$ cat config.mk
export PLATFORM = sky130hd
export DESIGN_NAME = lpad_commit_ctrl
export DESIGN_NICKNAME = d
export VERILOG_FILES = /design/src/rtl/lpad_commit_ctrl_pkg.sv /design/src/rtl/lpad_commit_ctrl_check_slice.sv /design/src/rtl/lpad_commit_ctrl.sv
export SDC_FILE = /design/constraint.sdc
export NUM_CORES = 1
export LEC_CHECK = 0
export CAP_MARGIN = 15
export CORE_AREA = 2 2 243 245
export DETAILED_ROUTE_END_ITERATION = 8
export DIE_AREA = 0 0 245 247
export SYNTH_ARGS = -nofsm -noshare
export SYNTH_HDL_FRONTEND = slang
export SYNTH_SLANG_ARGS = --single-unit
export TNS_END_PERCENT = 100
$ cat constraint.sdc
create_clock -name clk_i -period 11.8 [get_ports clk_i]
set_clock_uncertainty 0.15 [all_clocks]
set_input_delay 3.54 -clock clk_i [delete_from_list [all_inputs] [get_ports clk_i]]
set_output_delay 3.54 -clock clk_i [all_outputs]
set_load 0.01 [all_outputs]
$ cat src/rtl/lpad_commit_ctrl_pkg.sv
// Landing-pad (Zicfilp) commit control: shared types and constants.
//
// Holds the minimal slice of core types the landing-pad sequencer needs:
// core config, ELP/LPL state types, exception and scoreboard entry layout,
// the software-check cause/tval, and a helper telling whether an op writes rd.
package lpad_commit_ctrl_pkg;

  localparam int unsigned XLEN = 32;

  typedef struct packed {
    int unsigned NrCommitPorts;
  } cva6_cfg_t;

  localparam cva6_cfg_t cva6_cfg_empty = '{NrCommitPorts: 32'd2};

  typedef enum logic {
    NO_LPAD_EXPECTED = 1'b0,
    LPAD_EXPECTED    = 1'b1
  } elp_t;

  localparam int unsigned LPAD_LABEL_BITS = 20;
  typedef logic [LPAD_LABEL_BITS-1:0] lpl_t;

  // Software-check exception, landing-pad fault code.
  localparam logic [XLEN-1:0] LPAD_EXCEPTION_CAUSE = 32'd18;
  localparam logic [XLEN-1:0] LPAD_EXCEPTION_TVAL  = 32'd2;

  typedef enum logic [3:0] {
    ADD,
    ADDI,
    LOAD,
    STORE,
    BRANCH,
    JALR,
    ZICFI_LPAD
  } fu_op_t;

  typedef struct packed {
    logic [XLEN-1:0] cause;
    logic [XLEN-1:0] tval;
    logic            valid;
  } exception_t;

  // For ZICFI_LPAD entries the landing-pad label travels in the result field.
  typedef struct packed {
    logic [XLEN-1:0] pc;
    fu_op_t          op;
    logic [4:0]      rs1;
    logic [4:0]      rd;
    logic [XLEN-1:0] result;
    logic            valid;
    exception_t      ex;
  } scoreboard_entry_t;

  function automatic logic writes_rd(fu_op_t op);
    return !(op inside {STORE, BRANCH});
  endfunction

endpackage

$ cat src/rtl/lpad_commit_ctrl_check_slice.sv
// Combinational landing-pad check for a single commit port.
//
// Ports:
//   lpe_i    enforcement enable
//   elp_i    ELP as left by earlier (acked) ports      elp_o   ELP after this port
//   lpl_i    label as left by earlier ports            lpl_o   label after this port
//   stop_i   an earlier port ended the scan            stop_o  scan ends at/after this port
//   entry_i  scoreboard entry offered on this port     entry_o entry with CFI exception injected
//   ack_i    this port commits                         viol_o  this port raised a violation
module lpad_check_slice
  import lpad_commit_ctrl_pkg::*;
(
  input  logic              lpe_i,
  input  elp_t              elp_i,
  input  lpl_t              lpl_i,
  input  logic              stop_i,
  input  scoreboard_entry_t entry_i,
  input  logic              ack_i,
  output elp_t              elp_o,
  output lpl_t              lpl_o,
  output logic              stop_o,
  output scoreboard_entry_t entry_o,
  output logic              viol_o
);

  logic live;
  logic check;
  logic label_bad;
  logic viol;

  always_comb begin
    // live: the port takes part in the scan; check: it is also subject to enforcement.
    live      = !stop_i && entry_i.valid && !entry_i.ex.valid;
    check     = live && lpe_i;
    // Label 0 is the wildcard landing pad.
    label_bad = (entry_i.result != '0) &&
                (entry_i.result[LPAD_LABEL_BITS-1:0] != lpl_i);
    viol      = check && (elp_i == LPAD_EXPECTED) &&
                ((entry_i.op != ZICFI_LPAD) || (entry_i.pc[1:0] != 2'b00) || label_bad);

    elp_o   = elp_i;
    lpl_o   = lpl_i;
    entry_o = entry_i;
    stop_o  = !live || viol;
    viol_o  = viol;

    if (viol) begin
      entry_o.ex.valid = 1'b1;
      entry_o.ex.cause = LPAD_EXCEPTION_CAUSE;
      entry_o.ex.tval  = LPAD_EXCEPTION_TVAL;
    end

    if (check && (elp_i == LPAD_EXPECTED)) begin
      if (ack_i) begin
        elp_o = NO_LPAD_EXPECTED;
      end
    end else if (live && ack_i) begin
      // Returns (x1/x5) and the x7 software-guarded jump do not need a landing pad.
      if (check && (entry_i.op == JALR) && !(entry_i.rs1 inside {5'd1, 5'd5, 5'd7})) begin
        elp_o = LPAD_EXPECTED;
      end else if (writes_rd(entry_i.op) && (entry_i.rd == 5'd7)) begin
        lpl_o = entry_i.result[LPAD_LABEL_BITS-1:0];
      end
    end
  end

endmodule

$ cat src/rtl/lpad_commit_ctrl.sv
// Landing-pad (Zicfilp) commit sequencer.
//
// Scans the commit ports in order, injects software-check exceptions on CFI
// violations and owns the ELP/LPL state plus the trap-saved PELP.
// Optional feature: define LPAD_VIOL_CNT_EN to add a saturating violation counter.
//
// Ports:
//   clk_i, rst_ni    clock, asynchronous active-low reset
//   lpe_i            enforcement enable for the current privilege
//   flush_i          pipeline flush, nothing commits and state holds
//   trap_i, eret_i   trap taken / xRET retiring this cycle (trap wins)
//   commit_instr_i   entries offered for commit, commit_ack_i per-port ack
//   commit_instr_o   entries with CFI exception injected
//   elp_o, lpl_o     current expected-landing-pad state and label
//   pelp_o           ELP saved at the last trap
//   viol_o           registered pulse, an acked port violated last cycle
//   viol_cnt_o       saturating violation count (zero without the counter)
module lpad_commit_ctrl
  import lpad_commit_ctrl_pkg::*;
#(
  parameter cva6_cfg_t   CVA6Cfg  = cva6_cfg_empty,
  parameter int unsigned NrPorts  = CVA6Cfg.NrCommitPorts,
  parameter int unsigned CntWidth = 16
) (
  input  logic                clk_i,
  input  logic                rst_ni,
  input  logic                lpe_i,
  input  logic                flush_i,
  input  logic                trap_i,
  input  logic                eret_i,
  input  scoreboard_entry_t   commit_instr_i [NrPorts],
  input  logic [NrPorts-1:0]  commit_ack_i,
  output scoreboard_entry_t   commit_instr_o [NrPorts],
  output elp_t                elp_o,
  output lpl_t                lpl_o,
  output elp_t                pelp_o,
  output logic                viol_o,
  output logic [CntWidth-1:0] viol_cnt_o
);

  elp_t elp_q, elp_d;
  elp_t pelp_q, pelp_d;
  lpl_t lpl_q, lpl_d;
  logic viol_q, viol_d;

  elp_t              elp_chain  [NrPorts+1];
  lpl_t              lpl_chain  [NrPorts+1];
  logic              stop_chain [NrPorts+1];
  scoreboard_entry_t scan_entry [NrPorts];
  logic              viol_raw   [NrPorts];

  assign elp_chain[0]  = elp_q;
  assign lpl_chain[0]  = lpl_q;
  assign stop_chain[0] = 1'b0;

  for (genvar i = 0; i < NrPorts; i++) begin : g_slice
    lpad_check_slice u_slice (
      .lpe_i   (lpe_i),
      .elp_i   (elp_chain[i]),
      .lpl_i   (lpl_chain[i]),
      .stop_i  (stop_chain[i]),
      .entry_i (commit_instr_i[i]),
      .ack_i   (commit_ack_i[i]),
      .elp_o   (elp_chain[i+1]),
      .lpl_o   (lpl_chain[i+1]),
      .stop_o  (stop_chain[i+1]),
      .entry_o (scan_entry[i]),
      .viol_o  (viol_raw[i])
    );
  end

  logic unused_stop;
  assign unused_stop = stop_chain[NrPorts];

  // ELP to save on a trap: the value seen by the first excepting port, or NO if
  // that port is itself a landing-pad violation. Without an excepting port (e.g.
  // interrupt) the ELP after all committed ports is saved.
  elp_t trap_elp;
  logic trap_found;

  always_comb begin
    trap_elp   = elp_chain[NrPorts];
    trap_found = 1'b0;
    for (int i = 0; i < NrPorts; i++) begin
      if (!trap_found && scan_entry[i].valid && scan_entry[i].ex.valid) begin
        trap_found = 1'b1;
        trap_elp   = viol_raw[i] ? NO_LPAD_EXPECTED : elp_chain[i];
      end
    end
  end

  always_comb begin
    viol_d = 1'b0;
    for (int i = 0; i < NrPorts; i++) begin
      commit_instr_o[i] = flush_i ? commit_instr_i[i] : scan_entry[i];
      if (!flush_i && viol_raw[i] && commit_ack_i[i]) begin
        viol_d = 1'b1;
      end
    end
  end

  always_comb begin
    elp_d  = elp_q;
    pelp_d = pelp_q;
    lpl_d  = lpl_q;
    if (!flush_i) begin
      // Acked x7 writes commit regardless of trap/xRET/enforcement.
      lpl_d = lpl_chain[NrPorts];
      if (trap_i) begin
        pelp_d = trap_elp;
        elp_d  = NO_LPAD_EXPECTED;
      end else if (eret_i) begin
        elp_d  = pelp_q;
        pelp_d = NO_LPAD_EXPECTED;
      end else if (!lpe_i) begin
        elp_d  = NO_LPAD_EXPECTED;
      end else begin
        elp_d  = elp_chain[NrPorts];
      end
    end
  end

  always_ff @(posedge clk_i or negedge rst_ni) begin
    if (!rst_ni) begin
      elp_q  <= NO_LPAD_EXPECTED;
      pelp_q <= NO_LPAD_EXPECTED;
      lpl_q  <= '0;
      viol_q <= 1'b0;
    end else begin
      elp_q  <= elp_d;
      pelp_q <= pelp_d;
      lpl_q  <= lpl_d;
      viol_q <= viol_d;
    end
  end

`ifdef LPAD_VIOL_CNT_EN
  logic [CntWidth-1:0] cnt_q, cnt_d;

  // Counts alongside viol_q so the count already includes the pulse on viol_o.
  assign cnt_d = (viol_d && (cnt_q != '1)) ? cnt_q + 1'b1 : cnt_q;

  always_ff @(posedge clk_i or negedge rst_ni) begin
    if (!rst_ni) begin
      cnt_q <= '0;
    end else begin
      cnt_q <= cnt_d;
    end
  end

  assign viol_cnt_o = cnt_q;
`else
  assign viol_cnt_o = '0;
`endif

  assign elp_o  = elp_q;
  assign lpl_o  = lpl_q;
  assign pelp_o = pelp_q;
  assign viol_o = viol_q;

endmodule

### After elaboration in Yosys (flattened, before gate mapping)

Cells that the tools add are included.

* input bits: 296
* logic and storage cells: 106
* register bits: 23
* memory bits (writable): 0
* memories: 0
* bits in latches: 0
* ROM bits: 0
* output and inout bits: 327

* order comparisons: 0
* $add $sub $neg: 0
* multipliers: 0
* eq/ne operators: 18
* shift operators: 0
* bitwise gates (word level): 1
* div/mod/pow operators: 0
* reduce and logical (&&, ||, !) cells: 51
* muxes and demuxes: 32

Operators with widths (count)
* two-way mux 65 bit: 4
* two-way mux 20 bit: 8
* nonzero test 32 bit: 2
* inequality test 20 bit: 2
* equality test 5 x 3 -> 1 bit, second input constant: 6
* logical AND 1 bit: 26
* two-way mux 1 bit: 20
* equality test 4 x 3 -> 1 bit, second input constant: 4
* equality test 5 x 1 -> 1 bit, second input constant: 2
* logical NOT 1 bit: 10
* nonzero test 2 bit: 5
* equality test 4 x 2 -> 1 bit, second input constant: 2
* inequality test 4 x 3 -> 1 bit, second input constant: 2
* nonzero test 3 bit: 2
* logical OR 1 bit: 5
* AND reduction 2 bit: 1
* NOT 1 bit: 1

### Depth between registers and ports, before layout

* depth in word-level cells: 18
* depth in mapped cells: 9
* mapped depth without buffers: 7

### Modules after synthesis

A second synthesis with hierarchy kept.

* cell total of the unflattened synthesis: 884
* area, all modules: 9280.2 sq um

Modules (own cells, without submodules)
* lpad_commit_ctrl: cells each 420, times used 1, area each 5779.3 sq um
* lpad_check_slice: cells each 232, times used 2, area each 1750.4 sq um

### Worst setup path after synthesis

No wires, ideal clock.

* path type: input -> output
* from: input port commit_instr_i[144] in the netlist's numbering
* to: output port commit_instr_o[17] in the netlist's numbering
* arrival time: 5575 ps
* buffers on the path: 2
* setup slack: 2535 ps
* stages on the path: 9
* path through: nand3b_1 -> a311oi_1 -> nor4b_2 -> or4_4 -> a21oi_2 -> a311oi_2 -> buf_4 -> buf_6 -> nor2b_1

RTL lines
* start: declaration: line lpad_commit_ctrl.sv:31 `input scoreboard_entry_t commit_instr_i [NrPorts],`
* end: declaration: line lpad_commit_ctrl.sv:33 `output scoreboard_entry_t commit_instr_o [NrPorts],`

==> results.sh <==
export IMPL_finalPower_mw=0.4983
export IMPL_cp_slowest_stage_delay_ps=670
export IMPL_ys_dominant_reg_cell="sky130_fd_sc_hd__dfrtp_1"
export IMPL_final_layout_size_suffix_gt1_frac=0.04018
export IMPL_timing_hold_ws_ps=459.0
export IMPL_post_synth_num_cell_types=53
export IMPL_post_synthesis_sequential_area_ratio=0.1288
export IMPL_drt_drc_violations_left=0
export IMPL_gp_congestion=0.7581
export IMPL_postCtsHoldBufs=0
export IMPL_most_instantiated_library_cell_after_synthesis="sky130_fd_sc_hd__buf_4"
export IMPL_timing_hold_violations_final=0
export IMPL_coreArea_um2=58240
export IMPL_final_ws_setup_ps=703.9
export IMPL_timing_critical_path_fanout_max=6
export IMPL_cts_tree="done"
export IMPL_synthTopCellsByArea="sky130_fd_sc_hd__buf_4 29%, sky130_fd_sc_hd__nor2b_1 18%, sky130_fd_sc_hd__dfrtp_1 13%"
export IMPL_crit_path_top_delay_cell="sky130_fd_sc_hd__clkdlybuf4s50_1"
export IMPL_wl_mm=37.41
export IMPL_grt_pass1_wl_mm=47.16
export IMPL_drt_pre_antenna_iters=4
export IMPL_postSynth_asyncResetShare=1.000
export IMPL_commonest_cells_in_the_netlist="175 x sky130_fd_sc_hd__buf_4, 129 x sky130_fd_sc_hd__nor2b_1, 40 x sky130_fd_sc_hd__o22a_1"
export IMPL_critical_path_arrival_ps=7410
export IMPL_detailed_place_area_um2=9096
export IMPL_ctsLongestPathBuffers=2
export IMPL_fp_dieArea_um2=60520
export IMPL_placed_cells=1665
export IMPL_io_buffers=486
export IMPL_end_kind="output pin"
export IMPL_worst_hold_startpoint="lpl_o[6]"
export IMPL_critical_path_reg2reg_endpoint="lpl_o[2]"
export IMPL_postCtsResizedCells=0
export IMPL_r2r_cells=8
export IMPL_finish_net_count=1193
export IMPL_worst_r2r_setup_slack_ps=8680
export IMPL_placement_setup_worst_slack_ps=651.7
export IMPL_cap_violations=0
export IMPL_timing_final_setup_violations=0
export IMPL_worst_hold_path_class="flip-flop to flip-flop"
export IMPL_antenna_found_initial=16
export IMPL_cts_buffers_inserted=3
export IMPL_ir_worst_vdd_v=0.00005255
export IMPL_clock_tree_htree_level_count=1
export IMPL_areaGrowthSynthToFinish_pct=105.4
export IMPL_chipWidth_um=245
export IMPL_cell_leakage_power_nw=3.248
export IMPL_worstMarginPinSlew_ps=916.5
export IMPL_route_detailed_wl_per_inst_um=22.39
export IMPL_dr_total_vias=5264
export IMPL_netlist_area_leader_share=0.2940
export IMPL_dp_final_hpwl_mm=33.27
export IMPL_ant_nets=0
export IMPL_grt_pass1_vias=5329
export IMPL_status="completed"
export IMPL_finalCoreUtilization=0.1576
export IMPL_synth_cells=574
export IMPL_clk_transition_reported_paths_ps=70
export IMPL_grt_overflow_total=0
export IMPL_die_height_um=247
export IMPL_drtIter0Drc=179
export IMPL_grt_max_degree=66
export IMPL_cell_breakdown_of_the_critical_path="clkdlybuf4s50_1 > nand4bb_1 > a311oi_1 > nor4b_2 > buf_4 > or4_4 > a21oi_2 > a311oi_4 > buf_4 > nor2b_1 > clkdlybuf4s50_1"
export IMPL_post_route_cell_area_um2=9181
export IMPL_synth_area_per_cell_um2=7.786
export IMPL_synth_yosys_warnings=0
export IMPL_power_density_cell_area_nw_per_um2=54.28
export IMPL_fin_crit_sh=0.9403
export IMPL_post_synth_top_area_cell="sky130_fd_sc_hd__buf_4"
export IMPL_cts_num_sinks=23
export IMPL_ioPinCount=623
export IMPL_critical_path_startpoint_type="primary input"
export IMPL_global_route_usage_total=0.1148
export IMPL_max_slew_margin_rel=0.3890
export IMPL_cts_post_setup_buffers_inserted=0
export IMPL_final_period_minus_worst_setup_slack_ps=11100
export IMPL_layout_cells_non_filler=1671
export IMPL_grt_setup_unrepaired="no"
export IMPL_report_final_slew_viol_count=0
export IMPL_timing_setup_critical_path_class="primary input to output pin"
export IMPL_ys_ff_latch=23
export IMPL_maxClockFrequency_mhz=90.12
export IMPL_worst_endpoint_required_ps=8110
export IMPL_holdPathStages=1
export IMPL_effective_utilization_at_floorplan=0.07674
export IMPL_worstSkewPairLatency_ps=270
export IMPL_cts_root_buffer="sky130_fd_sc_hd__clkbuf_16"
export IMPL_vias_per_cell=3.150
export IMPL_std_cell_rows=89
export IMPL_fin_setup_tns_ps=0
export IMPL_worst_hold_path_endpoint="lpl_o[6]"
export IMPL_synth_enable_flop_cells=0
export IMPL_mappedNetlistArea_um2=4469
export IMPL_timing_rr_start="lpl_o[14]"
==> critical path: cells and delay by family <==
| kind | cells | cell delay, ps |
|---|---|---|
| and+or+nand+nor | 4 | 1330 |
| AOI/OAI and AO/OA | 3 | 820 |
| buffers and inverters | 4 | 1700 |
==> power breakdown <==
group	switching (mW)	leakage, nW	internal, mW	total, mW
Combinational	0.132	2.90	0.188	0.320
Sequential	0.0140	0.312	0.0862	0.100
Clock	0.0327	0.0409	0.0458	0.0784
Total	0.179	3.25	0.320	0.498
==> layer usage <==
metal,up-vias,routed length [um],global-route usage
met2,318,16670,0.1821
met3,60,4145,0.05209
li1,2418,-,-
met4,20,794,0.02278
met1,2448,15680,0.1427
met5,-,119,0
==> state kept, by name, indices dropped and copies added (netlist names) <==
name	count
viol_o	1
pelp_o	1
lpl_o	20
elp_o	1
==> cells in the final DEF, fill, tap and decap left out, types with 5 or more instances in the layout <==
master                              n
sky130_fd_sc_hd__nor2b_1          129
sky130_fd_sc_hd__nand4_1           11
sky130_fd_sc_hd__nor2_1             6
sky130_fd_sc_hd__nand2_1            5
sky130_fd_sc_hd__buf_4             13
sky130_fd_sc_hd__dfrtp_1           23
sky130_fd_sc_hd__xnor2_1           22
sky130_fd_sc_hd__inv_1             17
sky130_fd_sc_hd__o22a_1            40
sky130_fd_sc_hd__nor4_1            22
sky130_fd_sc_hd__clkdlybuf4s50_1  483
sky130_fd_sc_hd__xor2_1            24
sky130_fd_sc_hd__conb_1            16
sky130_fd_sc_hd__o21ai_0            7
sky130_fd_sc_hd__a21oi_1            6
==> worst max-delay path by stage <==
stage	from	to	cells past startpoint
6_report	commit_instr_i[254]	commit_instr_o[59]	11
3_5_place_dp	commit_instr_i[144]	commit_instr_o[60]	11
2_1_floorplan	commit_instr_i[144]	commit_instr_o[17]	9
4_1_cts	commit_instr_i[144]	commit_instr_o[60]	11
3_3_place_gp	commit_instr_i[254]	commit_instr_o[60]	11
5_1_grt	commit_instr_i[209]	commit_instr_o[62]	11
==> kinds of logic (layout without fill, tap and decap cells) <==
kind of cell | after synthesis | in the layout | share of synthesized area
xor+xnor | 46 | 46 | 0.09014
compound gates | 78 | 78 | 0.1433
buf+inv | 214 | 521 | 0.3337
mux | 2 | 2 | 0.004759
other cells | 1 | 18 | 0.0008391
flops | 23 | 23 | 0.1288
simple gates | 210 | 210 | 0.2984
==> final cells by class <==
class	instances	area [um2]
fill	6558	49060
timing repair buffer	500	5012
multi-input combinational	352	2477
tap	773	967.2
sequential	23	575.6
clock buffer	3	75.07
inverter	17	63.81
clock inverter	1	5.005
antenna	2	5.005
(Power assumes the default switching activity.)
